$ cat src/rtl/eng_arbiter.sv
// Round-robin arbiter that shares one start/done compute engine between two
// requesters, with a bounded wait and an error-flagged response on timeout.
module eng_arbiter #(
  parameter int DW      = 16,
  parameter int RW      = 16,
  parameter int TIMEOUT = 255
) (
  input  logic          clk,
  input  logic          rst,
  input  logic          req0,
  input  logic          req1,
  input  logic [DW-1:0] din0,
  input  logic [DW-1:0] din1,
  output logic          ack0,
  output logic          ack1,
  output logic          err,
  output logic [RW-1:0] dout,
  output logic          grant_id,
  output logic          busy,
  output logic          eng_start,
  output logic [DW-1:0] eng_din,
  input  logic          eng_done,
  input  logic [RW-1:0] eng_dout
);

  typedef enum logic [1:0] {
    IDLE  = 2'd0,
    START = 2'd1,
    WAIT  = 2'd2,
    RESP  = 2'd3
  } state_t;

  localparam logic [7:0] WCNT_LAST = 8'(TIMEOUT - 1);

  state_t        state_r;
  state_t        next_state_s;
  logic          grant_s;
  logic          win_s;
  logic          timeout_s;
  logic          ptr_r;
  logic [7:0]    wcnt_r;
  logic          grant_id_r;
  logic [DW-1:0] eng_din_r;
  logic [RW-1:0] dout_r;
  logic          err_r;

  assign timeout_s = (wcnt_r == WCNT_LAST);

  // Next-state and grant selection; done is checked before timeout so it wins a tie.
  always_comb begin
    next_state_s = state_r;
    grant_s      = 1'b0;
    win_s        = grant_id_r;
    case (state_r)
      IDLE: begin
        if (req0 && req1) begin
          grant_s      = 1'b1;
          win_s        = ptr_r;
          next_state_s = START;
        end else if (req0) begin
          grant_s      = 1'b1;
          win_s        = 1'b0;
          next_state_s = START;
        end else if (req1) begin
          grant_s      = 1'b1;
          win_s        = 1'b1;
          next_state_s = START;
        end else begin
          next_state_s = IDLE;
        end
      end
      START: next_state_s = WAIT;
      WAIT: begin
        if (eng_done) begin
          next_state_s = RESP;
        end else if (timeout_s) begin
          next_state_s = RESP;
        end else begin
          next_state_s = WAIT;
        end
      end
      RESP:    next_state_s = IDLE;
      default: next_state_s = IDLE;
    endcase
  end

  // State, grant, operand, wait counter, result and error registers.
  always_ff @(posedge clk or negedge rst) begin
    if (!rst) begin
      state_r    <= IDLE;
      ptr_r      <= 1'b0;
      wcnt_r     <= 8'd0;
      grant_id_r <= 1'b0;
      eng_din_r  <= {DW{1'b0}};
      dout_r     <= {RW{1'b0}};
      err_r      <= 1'b0;
    end else begin
      state_r <= next_state_s;
      if (grant_s) begin
        grant_id_r <= win_s;
        eng_din_r  <= win_s ? din1 : din0;
      end
      case (state_r)
        START: wcnt_r <= 8'd0;
        WAIT: begin
          if (eng_done) begin
            dout_r <= eng_dout;
            err_r  <= 1'b0;
          end else if (timeout_s) begin
            err_r <= 1'b1;
          end else begin
            wcnt_r <= wcnt_r + 8'd1;
          end
        end
        RESP:    ptr_r <= ~grant_id_r;
        default: ;
      endcase
    end
  end

  // Outputs come straight from registers so no input reaches an output combinationally.
  assign busy      = (state_r != IDLE);
  assign eng_start = (state_r == START);
  assign ack0      = (state_r == RESP) && !grant_id_r;
  assign ack1      = (state_r == RESP) && grant_id_r;
  assign err       = (state_r == RESP) && err_r;
  assign dout      = dout_r;
  assign grant_id  = grant_id_r;
  assign eng_din   = eng_din_r;

endmodule
$ cat config.mk
export PLATFORM = sky130hd
export DESIGN_NAME = eng_arbiter
export DESIGN_NICKNAME = d
export VERILOG_FILES = /design/src/rtl/eng_arbiter.sv
export SDC_FILE = /design/constraint.sdc
export NUM_CORES = 1
export LEC_CHECK = 0
export CORE_MARGIN = 10
export CORE_UTILIZATION = 29
export DETAILED_ROUTE_END_ITERATION = 12
export REMOVE_ABC_BUFFERS = 1
export SYNTH_ARGS = -nofsm -noshare
export SYNTH_HDL_FRONTEND = slang
export SYNTH_SLANG_ARGS = --single-unit
$ cat constraint.sdc
create_clock -name clk -period 2.5 [get_ports clk]
set_clock_uncertainty 0.1 [all_clocks]
set_input_delay 0.5 -clock clk [delete_from_list [all_inputs] [get_ports clk]]
set_output_delay 0.5 -clock clk [all_outputs]
set_load 0.1 [all_outputs]
==> metrics, run 1 <==
io pins 91; multiplexer share of the synthesized area 0.166; Stages on worst setup path 4; commonest non-fill, non-tap cells in the layout clkdlybuf4s50_1, dfrtp_1, buf_4; WL per Instance 14.7 um; Initial Util 0.301; area of the multi-input gates 866 um^2; Hold WS 0.192 ns; DRT Wirelength 5400 um; share of cells above drive strength 1 0.277; Fillers 665; Ys Warns 0; Post-CTS Setup Repair Bufs 0; DIE HEIGHT 104 um; fin area 0.00313 mm^2; first-pass GRT wire length 9070 um; slew margin rel. 0.610; Clock Latency Late Sink 0.29 ns; period utilization 0.797; worst hold path class primary input to async pin; critical path arrival 1.39 ns; r2r setup slk 0.53 ns; vias in the first global route 1,752; DP HPWL 4280 um; area share of xor/xnor cells in the synthesized design 0; RSZ-0062 raised after global routing no; total gr overflow 0; mapped cell area 0.00205 mm^2; Post-Synth Adder-Cell Area 0.0365; hold_buf cts 0; CP Cell Sequence ha_1 > inv_1 > nor2_1 > buf_12; DP Worst Slack 0.378 ns; status completed; # diodes 0; CTS tree done; Cells after Synth 176; post-layout util 0.459; final worst slack 0.509 ns; drt first pass iters 4; DP Area 0.00303 mm^2; async set-reset flop share out of synthesis 1.00; htree depth 2; CP max FO 3; vias per cell 4.42; total CTS buffers 5; Yosys cell types 31; final RePlAce weighted congestion 0.756; Setup crit start kind register; critical path required time 1.90 ns; clk slew on worst S/H paths 0.08 ns; row count 30; Slew Limit Fails 0; clock sink count 45; most common cell after layout, fill and taps aside clkdlybuf4s50_1; PostCTS Resize Cnt 0; prevailing post-synth register cell dfrtp_1; fin nets 330; largest net degree at the start of global routing 46; post-synthesis register bit count 45; DIE WIDTH 104 um; register area 0.00113 mm^2; Max-Cap Viols 0; Slowest cell on crit path dfrtp_1; Top delay family on crit path flip-flops; # setup viols final 0; Layout area overhead 52.6%; worst-case clock buffer depth 2; Slew @ Worst Pin 0.584 ns; CP Capture Type output port; die area 0.0109 mm^2; CTS root buffer clkbuf_8; total track usage 0.101; CORE AREA 0.00683 mm^2; Worst path max stage delay 0.39 ns; simple-gate share of the synthesized area 0.104; initial antenna violation count 0; f_max 0.502 GHz; Routed Antenna Nets 0; main combinational cell family by area after synthesis multiplexers; Seq/Total Area, Yosys 0.548; EDFF count, synth 0; CP bufs+invs 2; CP Class register to output port; PortBufs 90; reg2reg path depth 6; Syn Area/Cell 11.7 um^2; Hold Vio Cnt, Final 0; post-synthesis compound-gate area fraction 0.110; First DRT Iteration DRCs 23; min Tclk post-route 1.99 ns; # DRC 0; total number of vias 1,623
per-layer routing:
metal | global-route usage | up-vias | wire [um]
met5 | 0 | - | 0
met4 | 0.0239 | 0 | 33
met3 | 0.0446 | 4 | 418
met1 | 0.113 | 767 | 2240
li1 | - | 807 | -
met2 | 0.170 | 45 | 2700
synth_stat cells, types with 3 or more instances:
| cell | instances | share of area |
|---|---|---|
| o21ai_0 | 14 | 0.034 |
| ha_1 | 6 | 0.037 |
| mux2_2 | 16 | 0.088 |
| clkbuf_1 | 3 | 0.0055 |
| dfrtp_1 | 45 | 0.55 |
| o31ai_1 | 3 | 0.011 |
| nand2_1 | 20 | 0.037 |
| o21ai_1 | 11 | 0.027 |
| and2_1 | 3 | 0.0091 |
| inv_1 | 6 | 0.011 |
| a21oi_1 | 4 | 0.0097 |
| buf_4 | 3 | 0.011 |
| nor2_1 | 3 | 0.0055 |
| mux2i_1 | 16 | 0.078 |
flip-flops by register name, indices dropped and copies added (netlist names):
signal and flops:
wcnt_r 8, eng_din 16, ptr_r 1, grant_id 1
err_r 1, state_r 2, dout 16
layout make-up:
class | instances | area share
well taps | 96 | 0.0383
multi-input cells | 117 | 0.276
clock buffers | 5 | 0.0220
repair buffers | 96 | 0.286
inverters | 6 | 0.00719
flip-flops and latches | 45 | 0.359
clock inverters | 2 | 0.0112
metrics by stage:
stage                     setup TNS (ns)  std cells
final                                  0        367
after global routing                   0        367
after CTS                              0        367
after detailed placement               0        360
after global placement                 0        360
after floorplan                    -7.04        168
final timing paths:
check	end	from
min	eng_din[0]	rst
max in group asynchronous	dout[12]	rst
min reg2reg	eng_din[4]	eng_din[4]
min in group clk	eng_din[4]	eng_din[4]
max reg2reg	wcnt_r[7]	state_r[0]
max	ack0	state_r[0]
kinds of logic (layout without fill, tap and decap cells):
family                     after synthesis  after routing
AOI/OAI and AO/OA                       39             39
adders and majority gates                6              6
buffers and inverters                   14            109
DFF                                     45             45
muxes                                   32             32
and+or+nand+nor                         40             40
Power of run 1 is not shown: default switching activity piles up to over one toggle a cycle in this logic, so the estimate is an artifact.
==> run 2: changes to the inputs <==
==> constraint.sdc (replaced) <==
create_clock -name clk -period 2.02 [get_ports clk]
set_clock_uncertainty 0.1 [all_clocks]
set_input_delay 0.404 -clock clk [delete_from_list [all_inputs] [get_ports clk]]
set_output_delay 0.404 -clock clk [all_outputs]
set_load 0.1 [all_outputs]
==> metrics, run 2 (synthesis gave the netlist of run 1 again) <==
First DRT Iteration DRCs 31; DIE HEIGHT 104 um; htree depth 2; CTS root buffer clkbuf_8; Clock Latency Late Sink 0.29 ns; die area 0.0109 mm^2; total gr overflow 0; clk slew on worst S/H paths 0.08 ns; critical path arrival 1.35 ns; io pins 91; hold_buf cts 0; Hold Vio Cnt, Final 22; register area 0.00113 mm^2; vias per cell 4.43; f_max 0.540 GHz; CTS tree done; # DRC 0; Hold WS -0.0121 ns; CP Class register to output port; slew margin rel. 0.633; Slew Limit Fails 0; # diodes 0; CORE AREA 0.00683 mm^2; period utilization 0.917; WL per Instance 14.5 um; Fillers 654; DP HPWL 4330 um; status finished with violations; Setup TNS 0 ns; Setup crit start kind register; clock sink count 45; largest net degree at the start of global routing 34; vias in the first global route 1,734; total CTS buffers 5; DRT Wirelength 5350 um; Routed Antenna Nets 0; CP max FO 5; total track usage 0.0994; min Tclk post-route 1.85 ns; total number of vias 1,635; most common cell after layout, fill and taps aside clkdlybuf4s50_1; Max-Cap Viols 0; CP Capture Type output port; Layout area overhead 58.9%; failing checks negative hold slack; commonest non-fill, non-tap cells in the layout clkdlybuf4s50_1, dfrtp_1, buf_4; PortBufs 90; first-pass GRT wire length 8870 um; share of cells above drive strength 1 0.289; PostCTS Resize Cnt 0; critical path required time 1.52 ns; drt first pass iters 3; initial antenna violation count 0; Post-CTS Setup Repair Bufs 0; worst-case clock buffer depth 2; Slew @ Worst Pin 0.550 ns; RSZ-0062 raised after global routing no; worst hold path class primary input to async pin; # setup viols final 0; row count 30; final RePlAce weighted congestion 0.725; fin nets 331; DIE WIDTH 104 um; area of the multi-input gates 871 um^2; Initial Util 0.301
## run 2: cell type report
type / instances / share of cell area
flip-flops and latches: 45 / 0.345
repair buffers: 97 / 0.304
multi-input cells: 117 / 0.267
well taps: 96 / 0.0368
clock buffers: 5 / 0.0211
clock inverters: 3 / 0.0199
inverters: 6 / 0.00690
## run 2: per-layer routing
metal	vias to the layer above	global-route usage	wire (um)	part of all wire
met1	777	0.113	2260	0.42
met2	44	0.167	2720	0.51
met4	0	0.0239	22	0.0041
met3	2	0.0440	353	0.066
met5	-	0	0	0
li1	812	-	-	-
## run 2: worst max-delay path, cell delays in order (launching register included)
cell and delay, ns:
dfrtp_1 0.41, inv_1 0.09, ha_1 0.27, inv_1 0.11
buf_12 0.18
## run 2: metrics by stage
| stage | util | setup WS [ns] | cell area, um^2 | hold slack (ns) | cells |
|---|---|---|---|---|---|
| after CTS | 0.477 | 0.0723 | 3260 | 0.00149 | 369 |
| after global routing | 0.478 | 0.0270 | 3260 | 0.00729 | 369 |
| after detailed placement | 0.458 | 0.0297 | 3130 | 0.324 | 361 |
| after global placement | 0.458 | 0.0686 | 3130 | 0.333 | 361 |
| final | 0.478 | 0.168 | 3260 | -0.0121 | 369 |
| after floorplan | - | -0.899 | 2000 | 0.00841 | 168 |
## run 2: worst paths after layout
check,from,end,slack (ns),depth (start not counted)
max,state_r[0],busy,0.17,4
min in group clk,eng_din[3],eng_din[3],0.39,2
max in group asynchronous,rst,dout[14],1.25,2
max reg2reg,state_r[0],wcnt_r[7],0.20,6
min,rst,eng_din[6],-0.01,1
min reg2reg,eng_din[3],eng_din[3],0.39,2
Power of run 2 is left out for the same reason.
